**src/rtl/ctrl_decode_stage.sv**
```systemverilog
// ctrl_decode_stage: registered opcode decoder acting as the ID/EX pipeline register.
// Decodes op_code into a control word and holds it behind a valid/ready handshake.
// Load/store ops are held back for MEM_WAIT extra cycles before being presented.
// Flush discards whatever the stage is holding and blocks same-cycle input.
module ctrl_decode_stage #(
  parameter int OPCODE_W  = 6,
  parameter int ALU_CMD_W = 4,
  parameter int MEM_WAIT  = 2
) (
  input  logic                 clk,
  input  logic                 rst_n,
  input  logic                 in_valid,
  output logic                 in_ready,
  input  logic [OPCODE_W-1:0]  op_code,
  input  logic                 flush,
  input  logic                 out_ready,
  output logic                 out_valid,
  output logic [ALU_CMD_W-1:0] alu_cmd,
  output logic                 mem_read,
  output logic                 mem_write,
  output logic [1:0]           branch_type,
  output logic                 wb_enable,
  output logic                 is_immediate,
  output logic                 illegal_op
);

  // Wait counter holds MEM_WAIT-1 down to 0; keep at least one bit when MEM_WAIT is 0.
  localparam int CNT_W  = (MEM_WAIT > 0) ? $clog2(MEM_WAIT + 1) : 1;
  // Control word layout: {alu_cmd, mem_read, mem_write, branch_type[1:0], wb, imm, illegal}
  localparam int WORD_W = ALU_CMD_W + 7;

  localparam logic [1:0] S_EMPTY = 2'd0;
  localparam logic [1:0] S_WAIT  = 2'd1;
  localparam logic [1:0] S_VALID = 2'd2;

  logic [1:0]          state_q, state_d;
  logic [CNT_W-1:0]    cnt_q, cnt_d;
  logic [WORD_W-1:0]   pend_q, pend_d;   // word parked during the memory wait
  logic [WORD_W-1:0]   out_q, out_d;     // word presented to execute

  // Opcode split into the table index and the must-be-zero upper bits.
  logic [OPCODE_W+5:0] op_ext;
  logic [5:0]          op_lo;
  logic                op_hi_nz;

  logic [3:0]          dec_alu;
  logic                dec_mr, dec_mw, dec_wb, dec_imm, dec_ill;
  logic [1:0]          dec_br;
  logic                dec_is_mem;
  logic [WORD_W-1:0]   dec_word;

  logic                accept;

  assign op_ext   = {6'd0, op_code};
  assign op_lo    = op_ext[5:0];
  assign op_hi_nz = |(op_ext >> 6);

  // Decode table; anything outside it is flagged illegal with all controls low.
  always_comb begin
    dec_alu = 4'd0;
    dec_mr  = 1'b0;
    dec_mw  = 1'b0;
    dec_br  = 2'b00;
    dec_wb  = 1'b0;
    dec_imm = 1'b0;
    dec_ill = 1'b0;
    if (op_hi_nz) begin
      dec_ill = 1'b1;
    end else begin
      case (op_lo)
        6'd0:        ;
        6'd1:        dec_wb = 1'b1;
        6'd3:        begin dec_alu = 4'b0010; dec_wb = 1'b1; end
        6'd5, 6'd6:  begin dec_alu = 4'b0100; dec_wb = 1'b1; end
        6'd7:        begin dec_alu = 4'b0110; dec_wb = 1'b1; end
        6'd8:        begin dec_alu = 4'b0111; dec_wb = 1'b1; end
        6'd9, 6'd10: begin dec_alu = 4'b1000; dec_wb = 1'b1; end
        6'd11:       begin dec_alu = 4'b1001; dec_wb = 1'b1; end
        6'd12:       begin dec_alu = 4'b1010; dec_wb = 1'b1; end
        6'd32:       begin dec_wb = 1'b1; dec_imm = 1'b1; end
        6'd33:       begin dec_alu = 4'b0010; dec_wb = 1'b1; dec_imm = 1'b1; end
        6'd36:       begin dec_mr = 1'b1; dec_wb = 1'b1; end
        6'd37:       dec_mw = 1'b1;
        6'd40:       dec_br = 2'b01;
        6'd41:       dec_br = 2'b10;
        6'd42:       dec_br = 2'b11;
        default:     dec_ill = 1'b1;
      endcase
    end
  end

  assign dec_is_mem = dec_mr | dec_mw;
  assign dec_word   = {ALU_CMD_W'(dec_alu), dec_mr, dec_mw, dec_br, dec_wb, dec_imm, dec_ill};

  // Handshake: only an empty stage or a draining valid stage takes a new op.
  assign in_ready = rst_n & ~flush &
                    ((state_q == S_EMPTY) | ((state_q == S_VALID) & out_ready));
  assign accept   = in_valid & in_ready;

  // Next-state logic; flush wins over everything, including WAIT expiry.
  always_comb begin
    logic [1:0]        ld_state;
    logic [CNT_W-1:0]  ld_cnt;
    logic [WORD_W-1:0] ld_pend;
    logic [WORD_W-1:0] ld_out;

    state_d = state_q;
    cnt_d   = cnt_q;
    pend_d  = pend_q;
    out_d   = out_q;

    // What loading the current opcode would do, shared by EMPTY and VALID.
    if ((MEM_WAIT > 0) && dec_is_mem) begin
      ld_state = S_WAIT;
      ld_cnt   = CNT_W'((MEM_WAIT > 0) ? MEM_WAIT - 1 : 0);
      ld_pend  = dec_word;
      ld_out   = '0;
    end else begin
      ld_state = S_VALID;
      ld_cnt   = '0;
      ld_pend  = pend_q;
      ld_out   = dec_word;
    end

    if (flush) begin
      state_d = S_EMPTY;
      cnt_d   = '0;
      pend_d  = '0;
      out_d   = '0;
    end else begin
      case (state_q)
        S_EMPTY: begin
          if (accept) begin
            state_d = ld_state;
            cnt_d   = ld_cnt;
            pend_d  = ld_pend;
            out_d   = ld_out;
          end
        end
        S_WAIT: begin
          if (cnt_q == '0) begin
            state_d = S_VALID;
            out_d   = pend_q;
          end else begin
            cnt_d = cnt_q - 1'b1;
          end
        end
        S_VALID: begin
          if (out_ready) begin
            if (accept) begin
              state_d = ld_state;
              cnt_d   = ld_cnt;
              pend_d  = ld_pend;
              out_d   = ld_out;
            end else begin
              state_d = S_EMPTY;
              out_d   = '0;
            end
          end
        end
        default: begin
          state_d = S_EMPTY;
          cnt_d   = '0;
          out_d   = '0;
        end
      endcase
    end
  end

  // Pipeline register with synchronous active-low reset; reset mid-WAIT drops the op.
  always_ff @(posedge clk) begin
    if (!rst_n) begin
      state_q <= S_EMPTY;
      cnt_q   <= '0;
      pend_q  <= '0;
      out_q   <= '0;
    end else begin
      state_q <= state_d;
      cnt_q   <= cnt_d;
      pend_q  <= pend_d;
      out_q   <= out_d;
    end
  end

  assign out_valid    = (state_q == S_VALID);
  assign alu_cmd      = out_q[WORD_W-1 -: ALU_CMD_W];
  assign mem_read     = out_q[6];
  assign mem_write    = out_q[5];
  assign branch_type  = out_q[4:3];
  assign wb_enable    = out_q[2];
  assign is_immediate = out_q[1];
  assign illegal_op   = out_q[0];

endmodule

```
**config.mk**
```make
export PLATFORM = sky130hd
export DESIGN_NAME = ctrl_decode_stage
export DESIGN_NICKNAME = d
export VERILOG_FILES = /design/src/rtl/ctrl_decode_stage.sv
export SDC_FILE = /design/constraint.sdc
export NUM_CORES = 1
export LEC_CHECK = 0
export BUFFER_PORTS_ARGS = -buffer_cell sky130_fd_sc_hd__buf_4
export CORE_ASPECT_RATIO = 1.1
export CORE_MARGIN = 3
export CORE_UTILIZATION = 55
export DETAILED_ROUTE_END_ITERATION = 12
export PLACE_DENSITY = 0.78
export REMOVE_ABC_BUFFERS = 1
export SLEW_MARGIN = 20
export SYNTH_ARGS = -nofsm -noshare
export SYNTH_HDL_FRONTEND = slang
export SYNTH_SLANG_ARGS = --single-unit
```
**constraint.sdc**
```tcl
create_clock -name clk -period 3.7 [get_ports clk]
set_clock_uncertainty 0.15 [all_clocks]
set_input_delay 0 -clock clk [delete_from_list [all_inputs] [get_ports clk]]
set_output_delay 0 -clock clk [all_outputs]
set_load 0.03 [all_outputs]
```
Word-level counts from Yosys, hierarchy flattened
Index checks and enable logic that the tools add are counted.
- bits in registers: 26
- logic and storage cells: 78
- add/sub/neg operators: 1
- equality and inequality tests: 23
- multiplexer cells: 28
- bitwise gates (word level): 8
- reductions and logical operators: 14
- operator list (kind ; count):
    $mux W11 ; 8
    $eq A6 B6 Y1 const B ; 7
    $pmux W11 S3 ; 1
    $eq A6 B4 Y1 const B ; 5
    $pmux W4 S7 ; 1
    $pmux W11 S2 ; 1
    $eq A6 B3 Y1 const B ; 3
    $pmux W2 S3 ; 3
    $reduce_or A18 Y1 ; 1
    $mux W2 ; 8
    $reduce_or A13 Y1 ; 1
    $reduce_or A2 Y1 ; 5
    $ne A2 B2 Y1 const B ; 4
    $eq A6 B1 Y1 const B ; 1
    $eq A6 B2 Y1 const B ; 1
    $logic_not A6 Y1 ; 1
    $mux W1 ; 6
    $and A1 B1 Y1 ; 4
    $logic_not A2 Y1 ; 2
    $reduce_and A2 Y1 ; 2
    $reduce_and A3 Y1 ; 1
    $eq A2 B1 Y1 const B ; 1
    $eq A2 B2 Y1 const B ; 1
    $not A1 Y1 ; 2
    3 further kinds ; 4

Depth between registers and ports, before layout
- word-level depth: 8
- depth in mapped cells: 6
- gate-level depth less buffers: 6

Worst setup path before layout
OpenSTA, ideal clock, no wires.
- kind: reg-to-reg
- start: register state_q[0]
- end: register cnt_q[0]
- library setup time: 0.115 ns
- arrival: 1.439 ns
- data required time: 3.435 ns
- setup slack: 1.996 ns
- cell stages (with the launch flop): 6
- buffers on the path: 1
- clock period less this slack: 1.704 ns
- cells stage by stage: dfxtp_1 > buf_2 > nor2b_2 > and2_1 > or4_1 > and3_1
- longest elaborated chain between the ends: 8
- elaborated cells on any way between the ends: 13
- those cells by class: eq/ne (4); mux (3); bitwise (4); reduce/logical (2)
- ends and longest elaborated chain (element ; RTL line ; source):
    from (decl) ; 36 ; logic [1:0] state_q, state_d;
    from (signal assigned) ; 178 ; state_q <= state_d;
    $eq A2 B2 Y1 ; 97, 131 ;
    $and A1 B1 Y1 ; 97 ; ((state_q == S_EMPTY) | ((state_q == S_VALID) & out_ready));
    $or A1 B1 Y1 ; 97 ;
    $and A1 B1 Y1 ; 96 ; assign in_ready = rst_n & ~flush &
    $and A1 B1 Y1 ; 98 ; assign accept = in_valid & in_ready;
    $mux W2 (2 in series) ; - ;
    $pmux W2 S3 ; 131 ; case (state_q)
    to (signal assigned) ; 179 ; cnt_q <= cnt_d;
    to (decl) ; 37 ; logic [CNT_W-1:0] cnt_q, cnt_d;
Parallel ways exist; a longest one is shown, timed or not. The select of a mux whose other input is x is not followed.
A chain may end at the register's enable or synchronous reset.

Worst setup path after layout
- start: register cnt_q[0]
- end: register out_q[0]
- longest elaborated chain between the ends: 3
- ends and longest elaborated chain (element ; RTL line ; source):
    $logic_not A2 Y1 ; 141 ; if (cnt_q == '0) begin
    $ne A2 B2 Y1 (no source line) ; - ;
    $reduce_and A3 Y1 (no source line) ; - ;
    to (signal assigned) ; 181 ; out_q <= out_d;
    to (decl) ; 39 ; logic [WORD_W-1:0] out_q, out_d;
No other way between the ends.

==> qor.tcl <==
set qor(first_global_vias) 1205
set qor(reg2reg_depth) 7
set qor(timing.critical_path.required_ns) 3.76
set qor(crit_chain) {inv_1 -> ha_1 -> mux2_2 -> a32o_1 -> a311oi_1 -> nor2_1 -> dlygate4sd3_1}
set qor(place_congestion) 0.8333
set qor(grt_pass1_wl_um) 5616
set qor(cts_resized) 0
set qor(route.detailed.vias_per_inst) 6.000
set qor(cell_with_the_most_instances_after_synthesis) {dfxtp_1}
set qor(yosys_warnings) 0
set qor(overall_power_after_layout_mw) 0.5119
set qor(tritoncts) {built}
set qor(placementRows) 18
set qor(floorplan.io_pins) 24
set qor(layout.core_utilization) 0.7206
set qor(synth_enable_flop_cells) 0
set qor(seq_area_frac_synth) 0.3617
set qor(slack_of_the_worst_reg_to_reg_path_ns) 1.29
set qor(finalMaxSlewViolations) 0
set qor(r2r-start) {cnt_q[0]}
set qor(dpl-instance-area_um2) 1598
set qor(asyncSetResetFlopFracSynth) 0
set qor(synth_area_per_cell_um2) 8.827
set qor(cp_top_family) {buffers and inverters}
set qor(antenna_cell_count) 0
set qor(hold_path_class) {input port to register}
set qor(sum_neg_setup_slack_ns) 0
set qor(numClockSinks) 26
set qor(globalRoute.totalOverflow) 0
set qor(count_of_buffers_inserted_at_the_top_level_ports) 23
set qor(num-nets-final) 198
set qor(design.core.area_um2) 2365
set qor(dp_cells) 204
set qor(grt_start_max_net_pins) 20
set qor(tritoncts.num_buffers) 3
set qor(max_slew_margin) 0.5126
set qor(outcome) {complete, no violations}
set qor(crit_path_end_kind) {register}
set qor(design.die.area_um2) 3266
set qor(place_ws_ns) 1.630
set qor(post_layout_nonfiller_instances) 215
set qor(p_leak_nw) 0.6501
set qor(initial_antenna_violation_count) 0
set qor(hold_start) {out_ready}
set qor(synth.top_cells.by_count) {26 x dfxtp_1, 11 x and2_1, 11 x nand2b_1, 10 x a21oi_1, 9 x o21ai_0}
set qor(critical_path_peak_fanout) 6
set qor(yosys.area.top_type_share) 0.3617
set qor(synthDominantAreaCellType) {dfxtp_1}
set qor(rsz0062_at_grt) {false}
set qor(timing.hold.ws_ns) 0.03903
set qor(slowest_delay_ns) 0.57
set qor(finalCritPeriodShare) 0.6520
set qor(die_w_um) 54.77
set qor(clkLatencyLatePin_ns) 0.31
set qor(critical_path_class) {register to register}
set qor(arrival_ns) 2.48
set qor(clock_slew_seen_by_the_registers_of_the_worst_setup_and_hold_paths_ns) 0.13
set qor(initial_core_util) 0.6085
set qor(final.fill_count) 184
set qor(clock-root-buffer) {clkbuf_4}
set qor(cts.path.max_buffers) 2
set qor(dr.pass1.iters) 4
set qor(vias) 1290
set qor(critical_path.slowest_cell) {dlygate4sd3_1}
set qor(ys_dominant_reg_cell) {dfxtp_1}
set qor(detail_route.iter0.violations) 72
set qor(min_delay_worst_endpoint) {state_q[1]}
set qor(detail-route-antenna-nets) 0
set qor(maxCapViolCount) 0
set qor(critical_path.reg2reg.endpoint) {out_q[0]}
set qor(postLayoutCellArea_um2) 1704
set qor(mappedNetlistArea_um2) 1439
set qor(timing_worst_slew_pin_value_ns) 0.7297
set qor(largest_vdd_supply_drop_uv) 240.6
set qor(worst-path-buf-inv) 2
set qor(post-dp-hpwl_um) 2468
set qor(min_delay_path_depth) 4
set qor(synth_cells) 163
set qor(synth.lib_cells_used.distinct) 44
set qor(setup.worst_path.start_class) {register}
set qor(die_h_um) 59.65
set qor(postSynthRegisterBits) 26
set qor(drcViolationCount) 0
set qor(drt_wl_total_um) 3263
set qor(slack_of_the_critical_path_ns) 1.288
set qor(cell_types_occupying_the_most_area_after_synthesis) {dfxtp_1 36%, and2_1 4.8%, nand2b_1 4.8%}
set qor(flow.area_growth_from_synthesis_pct) 18.43
set qor(post_route_cells_drive_above_1_share) 0.1838
set qor(timing.final.crit_period_ns) 2.412
set qor(cts.htree.levels) 1
set qor(report.final.hold_viol_count) 0
set qor(power_per_cell_area_nw_per_um2) 300.4
set qor(grt_use_total) 0.2303
set qor(setup_viol) 0
set qor(wire_per_inst_um) 15.18
set qor(fmax_mhz) 414.5
sequential cells by signal (all words and copies together) (netlist names):
name,cells
out_q,11
cnt_q,2
state_q,2
pend_q,11
worst reg2reg max path: cells and delay by family (launching register included):
family          cells  cell delay, ns
compound gates      2            0.50
fa+ha+maj           1            0.25
buf+inv             2            0.64
flops               1            0.34
mux                 1            0.36
simple gates        1            0.09
power breakdown:
part           internal [mW]  switching [mW]  leakage (nW)  total (mW)
combinational         0.0371          0.0464         0.419      0.0835
sequential             0.282         0.00354         0.210       0.286
clock                 0.0601          0.0822        0.0210       0.142
total                  0.380           0.132         0.650       0.512
worst max path at each step:
stage | slack, ns | cells after the start | from | end
after floorplan | 1.93 | 4 | state_q[1] | cnt_q[0]
after detailed placement | 1.63 | 4 | state_q[0] | out_q[2]
final | 1.29 | 7 | cnt_q[0] | out_q[0]
after global placement | 1.73 | 4 | state_q[0] | out_q[4]
after global routing | 1.15 | 5 | state_q[1] | out_q[0]
after CTS | 1.29 | 7 | cnt_q[0] | out_q[0]
placed cells by master (no fill, tap or decap), types with 2 or more instances in the layout:
cell type,synthesis,layout
dfxtp_1,26,26
o21ai_0,9,9
a221o_1,4,4
inv_1,5,5
o22ai_1,2,2
nand3b_1,2,2
xor2_1,2,2
nand2b_1,11,11
dlygate4sd3_1,0,7
o21a_1,3,3
a21oi_1,10,10
o41ai_1,4,4
nand2_1,5,5
nor3b_1,2,2
o31ai_1,3,3
nand3_1,2,2
buf_4,0,23
clkbuf_4,0,3
and2_1,11,11
mux2i_1,5,5
nor2b_1,4,4
nor2_1,8,8
and3_1,4,4
mux2_2,2,2
nor3_1,4,4
a32o_1,5,5
area by class of cell:
cell class	count	area [um2]	share of cell area
timing repair buffer	30	242.7	0.1424
tap	30	37.54	0.02203
multi-input combinational	120	848.3	0.4978
inverter	5	18.77	0.01101
sequential	26	520.5	0.3054
clock buffer	4	36.28	0.02129
kinds of logic (layout without fill, tap and decap cells):
| family | Yosys count | in the layout | share of synthesized area |
|---|---|---|---|
| AO/OA/AOI/OAI | 49 | 49 | 0.2444 |
| XOR/XNOR | 2 | 2 | 0.01218 |
| adder cells (fa/ha/maj) | 1 | 1 | 0.008694 |
| buffers and inverters | 17 | 39 | 0.04869 |
| flip-flops | 26 | 26 | 0.3617 |
| multiplexers | 7 | 7 | 0.05044 |
| AND/OR/NAND/NOR | 61 | 61 | 0.2739 |
layer usage:
layer	share of wire	track usage	vias up
li1	-	-	649
met1	0.48	0.3447	598
met2	0.45	0.3446	41
met3	0.060	0.03275	2
met4	0.0043	0.04982	0
met5	0	0	-
timing repair:
| action | 4_1_cts | 5_1_grt |
|---|---|---|
| endpoints found under the hold margin | 10 | 0 |
| buffers inserted | 0 | 0 |
| hold buffers | 7 | 0 |
Note: power is estimated with default switching activity, not from simulation.
